<file path="src/rtl/weighted_rr_arbiter_param.sv">
// Weighted round-robin arbiter draining NUM_CH first-word-fall-through channel FIFOs.
// Each grant serves up to its latched weight in words before rotating to the next channel.
module wrr_lane #(
  parameter int WGT_W = 3
) (
  input  logic             i_empty,
  input  logic [WGT_W-1:0] i_weight,
  output logic             o_elig
);
  assign o_elig = !i_empty && (|i_weight);
endmodule

module weighted_rr_arbiter_param #(
  parameter  int NUM_CH = 4,
  parameter  int DATA_W = 4,
  parameter  int WGT_W  = 3,
  localparam int ARB_W  = (NUM_CH > 1) ? $clog2(NUM_CH) : 1
) (
  input  logic                     clk,
  input  logic                     rst,
  input  logic                     enb,
  input  logic [NUM_CH*DATA_W-1:0] vc_data,
  input  logic [NUM_CH-1:0]        vc_empty,
  input  logic [NUM_CH*WGT_W-1:0]  vc_weight,
  input  logic                     out_ready,
  output logic [NUM_CH-1:0]        vc_pop,
  output logic [DATA_W-1:0]        out_data,
  output logic                     out_valid,
  output logic [ARB_W-1:0]         out_chan,
  output logic [ARB_W-1:0]         arbiter,
  output logic                     quantum_done
);
  typedef enum logic {S_IDLE, S_SERVE} state_t;

  state_t            r_state;
  logic [ARB_W-1:0]  r_arb, r_base, r_chan;
  logic [WGT_W-1:0]  r_cnt, r_quant;
  logic [DATA_W-1:0] r_data;
  logic              r_valid, r_done;

  logic [NUM_CH-1:0][DATA_W-1:0] w_data;
  logic [NUM_CH-1:0][WGT_W-1:0]  w_wgt;
  logic [NUM_CH-1:0]             w_elig, w_rot;
  logic [ARB_W-1:0]              w_off, w_next, w_next_base;
  logic [ARB_W:0]                w_sum;
  logic [WGT_W-1:0]              w_cnt_inc;
  logic                          w_found, w_serve, w_head_empty, w_pop, w_end, w_grant;

  assign w_data = vc_data;
  assign w_wgt  = vc_weight;

  for (genvar g = 0; g < NUM_CH; g++) begin : g_lane
    wrr_lane #(.WGT_W(WGT_W)) u_lane (
      .i_empty (vc_empty[g]),
      .i_weight(w_wgt[g]),
      .o_elig  (w_elig[g])
    );
  end

  // Rotate so bit 0 is the search origin, pick lowest set bit, then rotate back.
  assign w_rot = NUM_CH'({w_elig, w_elig} >> r_base);
  always_comb begin
    w_off = '0;
    for (int k = NUM_CH-1; k >= 0; k--)
      if (w_rot[k]) w_off = ARB_W'(k);
  end
  assign w_found     = |w_elig;
  assign w_sum       = {1'b0, r_base} + {1'b0, w_off};
  assign w_next      = (w_sum >= (ARB_W+1)'(NUM_CH)) ? ARB_W'(w_sum - (ARB_W+1)'(NUM_CH))
                                                     : ARB_W'(w_sum);
  assign w_next_base = (w_next == ARB_W'(NUM_CH-1)) ? '0 : w_next + ARB_W'(1);

  assign w_serve      = (r_state == S_SERVE);
  assign w_head_empty = vc_empty[r_arb];
  assign w_pop        = !rst && enb && w_serve && out_ready && !w_head_empty;
  assign w_cnt_inc    = r_cnt + WGT_W'(1);
  // An empty head ends the quantum even while downstream stalls.
  assign w_end        = w_serve && enb && (w_head_empty || (w_pop && w_cnt_inc == r_quant));
  assign w_grant      = enb && w_found && (!w_serve || w_end);

  assign vc_pop = w_pop ? (NUM_CH'(1) << r_arb) : '0;

  always_ff @(posedge clk) begin
    if (rst) begin
      r_state <= S_IDLE;
      r_arb   <= '0;
      r_base  <= '0;
      r_cnt   <= '0;
      r_quant <= '0;
      r_data  <= '0;
      r_chan  <= '0;
      r_valid <= 1'b0;
      r_done  <= 1'b0;
    end else begin
      r_valid <= w_pop;
      r_done  <= w_end;
      if (w_pop) begin
        r_data <= w_data[r_arb];
        r_chan <= r_arb;
        r_cnt  <= w_cnt_inc;
      end
      if (w_grant) begin
        r_state <= S_SERVE;
        r_arb   <= w_next;
        r_base  <= w_next_base;
        r_quant <= w_wgt[w_next];
        r_cnt   <= '0;
      end else if (w_end) begin
        r_state <= S_IDLE;
        r_cnt   <= '0;
      end
    end
  end

  assign out_data     = r_data;
  assign out_valid    = r_valid;
  assign out_chan     = r_chan;
  assign arbiter      = r_arb;
  assign quantum_done = r_done;
endmodule

</file>
<file path="config.mk">
export PLATFORM = sky130hd
export DESIGN_NAME = weighted_rr_arbiter_param
export DESIGN_NICKNAME = d
export VERILOG_FILES = /design/src/rtl/weighted_rr_arbiter_param.sv
export SDC_FILE = /design/constraint.sdc
export NUM_CORES = 1
export LEC_CHECK = 0
export BUFFER_PORTS_ARGS = -buffer_cell sky130_fd_sc_hd__buf_2
export CAP_MARGIN = 5
export CORE_MARGIN = 2
export CORE_UTILIZATION = 50
export DETAILED_ROUTE_END_ITERATION = 12
export PLACE_DENSITY = 0.89
export SLEW_MARGIN = 20
export SYNTH_ARGS = -nofsm -noshare
export SYNTH_HDL_FRONTEND = slang
export SYNTH_SLANG_ARGS = --single-unit
</file>
<file path="constraint.sdc">
create_clock -name clk -period 3.4 [get_ports clk]
set_clock_uncertainty 0.05 [all_clocks]
set_input_delay 0.51 -clock clk [delete_from_list [all_inputs] [get_ports clk]]
set_output_delay 0.51 -clock clk [all_outputs]
set_load 0.01 [all_outputs]
</file>
==> metrics.txt <==
result of the run complete, no violations; number of gates resized after CTS 0; die height 57.8 µm; crit end category primary output; Post-CTS Hold Buffers 0; clock transition time at the flip-flop clock pins of the worst setup and hold paths 0.11 ns; shortest clock period the worst path allows after layout 2.84 ns; vias per cell 5.84; CP cell instances mux4_2 -> nor2_1 -> nand2_1 -> nor2_1 -> buf_2; setup repair after global routing missed its margin false; vias post-DR 1348; antenna violations before repair 0; kind of start point of the critical path flip-flop; total global-route track usage 20.6%; number of unique standard cell types used by synthesis 47; final max-slew violation count 0; Initial Util 52.5%; number of buffers between clock root and the deepest sink 2; Mean Syn Cell Area 9.47 µm²; number of detailed-route iterations in the first pass 5; Hold Fails Final Rpt 0; floorplan core area 2760 µm²; number of global-route vias before repair 1266; clock buffers created by TritonCTS 3; Leak Pwr 0.733 nW; number of buffer and inverter instances along the worst setup path 1; IR drop worst, VDD 0.341 mV; gp weighted congestion 0.874; count of maximum capacitance violations 0; TritonCTS clock tree yes; CP arrival 2.28 ns; wire length per cell 14.0 µm; startpoint of the most critical hold path out_data[2]; flip-flop and latch count after synthesis 19; wire length of the first global-routing pass 5330 µm; fin worst setup slack 0.560 ns; cell family contributing the most delay on the critical path flip-flops; worst hold-check path type flip-flop to flip-flop; remaining design rule violation count 0; maximum cell stage delay along the critical path 0.64 ns; Skew-Pair Late Insertion Delay 0.30 ns; Clk Tree Root Cell sky130_fd_sc_hd__clkbuf_4; total standard cell area after synthesis 1450 µm²; worst slew margin relative to its limit 67.2%; number of clock sinks seen by CTS 19; number of instances in the synthesized netlist 153; pin count of the biggest net entering global routing 14; port bufs 49; filler cell count 246; Reg-to-Reg Start r_base[0]; Layout Nets 240; die width 57.8 µm; Final HPWL DP 2690 µm; Mapped Nets 192; I/O pin count 50; final global-route overflow total 0; Worst Path Class, Setup flip-flop to primary output; placement-stage worst setup slack 0.319 ns; post-detailed-routing wire length 3240 µm; most frequent CP cell sky130_fd_sc_hd__nor2_1; top achievable clock speed 0.352 GHz; full die area 3340 µm²; count of warnings emitted by yosys 0; number of DRC markers after the initial detailed-route iteration 46; transition at the pin with the smallest max-transition slack 0.491 ns; number of diodes 0; post-route ant nets 0; buffer count from post-CTS setup fixing 0; aggregate negative setup slack 0 ns; maximum fanout encountered on the critical timing path 11; Cell Pwr Density 461 nW/µm²; Std-Cell Rows 19; share of the clock period used by the worst path after layout 83.5%; share of synthesized area occupied by flip-flops and latches 26.3%; Yosys top cell area share 26.3%; worst setup path start arbiter[0]; top cell type by total area after synthesis sky130_fd_sc_hd__dfxtp_1; CP max-delay cell sky130_fd_sc_hd__dfxtp_1; Syn-to-layout area delta 18.5%; CP required 2.84 ns; ranking of synthesized cells by area sky130_fd_sc_hd__dfxtp_1 (26%), sky130_fd_sc_hd__mux4_2 (11%), sky130_fd_sc_hd__mux2i_1 (6.9%), sky130_fd_sc_hd__nor2_1 (5.4%), sky130_fd_sc_hd__mux4_1 (3.6%); final-report setup violation count 0; number of H-tree branching levels 1; fraction of layout instances using a drive strength above 1 37.5%
logic make-up after synthesis:
family | count (synthesis) | synth area share, %
and+or+nand+nor | 57 | 21.0
AOI/OAI and AO/OA | 31 | 16.0
muxes | 20 | 22.2
DFF | 19 | 26.3
buffers and inverters | 14 | 5.61
xor gates and xnor gates | 9 | 6.39
adders and majority gates | 3 | 2.59
power by group:
| group | leakage [nW] | internal, W | switching (W) |
|---|---|---|---|
| Sequential | 0.155 | 0.000251 | 0.0000568 |
| Combinational | 0.561 | 0.000199 | 0.000169 |
| Clock | 0.0177 | 0.0000439 | 0.0000710 |
| Total | 0.733 | 0.000493 | 0.000297 |
metal layers:
| layer | global-route usage, % | wire (µm) | vias up |
|---|---|---|---|
| met1 | 25.8 | 1350 | 615 |
| met5 | 0 | 0 | - |
| met4 | 9.30 | 50 | 0 |
| met3 | 3.35 | 206 | 4 |
| li1 | - | - | 670 |
| met2 | 34.6 | 1640 | 59 |
layout by cell type (no fill, tap or decap), types with 2 or more instances in the layout:
cell | Yosys | routed
sky130_fd_sc_hd__dfxtp_1 | 19 | 19
sky130_fd_sc_hd__buf_2 | 1 | 49
sky130_fd_sc_hd__xnor2_1 | 5 | 5
sky130_fd_sc_hd__nor4_1 | 4 | 4
sky130_fd_sc_hd__ha_1 | 3 | 3
sky130_fd_sc_hd__nor2_1 | 21 | 21
sky130_fd_sc_hd__or3_1 | 2 | 2
sky130_fd_sc_hd__a22oi_1 | 4 | 4
sky130_fd_sc_hd__nand3_1 | 4 | 4
sky130_fd_sc_hd__clkbuf_4 | 0 | 3
sky130_fd_sc_hd__a21oi_1 | 6 | 6
sky130_fd_sc_hd__o22ai_1 | 4 | 4
sky130_fd_sc_hd__mux4_2 | 7 | 7
sky130_fd_sc_hd__inv_1 | 5 | 5
sky130_fd_sc_hd__mux2i_1 | 10 | 10
sky130_fd_sc_hd__xor2_1 | 3 | 3
sky130_fd_sc_hd__nor3_2 | 3 | 3
sky130_fd_sc_hd__o21ai_1 | 6 | 6
sky130_fd_sc_hd__buf_4 | 1 | 2
sky130_fd_sc_hd__nand2_1 | 10 | 10
sky130_fd_sc_hd__nor3_1 | 2 | 2
sky130_fd_sc_hd__mux4_1 | 2 | 2
sky130_fd_sc_hd__nand2b_1 | 3 | 3
flip-flops by register name, indices dropped and copies added, names as in the netlist:
| signal | count |
|---|---|
| r_state | 1 |
| r_base | 2 |
| out_chan | 2 |
| quantum_done | 1 |
| r_quant | 3 |
| r_cnt | 3 |
| out_valid | 1 |
| out_data | 4 |
| arbiter | 2 |
area by class of cell:
type	instances	area, µm²	share of cell area [%]
well taps	31	38.8	2.26
repair buffers	51	260	15.2
inverters	6	22.5	1.31
multi-input cells	120	987	57.5
clock buffers	3	22.5	1.31
clock inverters	1	5.00	0.292
flip-flops and latches	19	380	22.2
synthesized netlist by cell type (all sizes together):
cell type	number
a211oi	1
a21oi	7
a221oi	1
a22o	1
a22oi	5
a31oi	1
a41oi	1
and3	1
and4b	1
buf	5
clkbuf	3
dfxtp	19
ha	3
inv	6
mux2	1
mux2i	10
mux4	9
nand2	11
nand2b	3
nand3	4
nand3b	2
nor2	22
nor2b	1
nor3	5
nor4	4
nor4b	1
o211ai	1
o21a	1
o21ai	6
o22ai	5
o41ai	1
or3	2
xnor2	5
xnor3	1
xor2	3
per-stage QoR:
stage          power, W  hold slack [ns]  area [µm²]  utilization [%]  instances
2_1_floorplan  0.000618            0.410        1450                -        153
3_3_place_gp   0.000672            0.420        1690             61.3        227
3_5_place_dp   0.000683            0.427        1690             61.3        227
4_1_cts        0.000796            0.453        1720             62.3        231
5_1_grt        0.000844            0.477        1720             62.3        231
6_report       0.000791            0.450        1720             62.3        231
worst min-delay path, stage by stage (launching register included):
cell                      delay, ns
sky130_fd_sc_hd__dfxtp_1       0.34
sky130_fd_sc_hd__mux2i_1       0.06
sky130_fd_sc_hd__nor2_1        0.07
worst paths after layout:
check	endpoint	slack [ns]	depth (start not counted)
worst min-delay path	out_data[2]	0.45	2
worst max-delay path	vc_pop[1]	0.56	5
worst min register to register	out_data[2]	0.45	2
worst max register to register	r_base[1]	0.99	8
(Power assumes the default switching activity.)
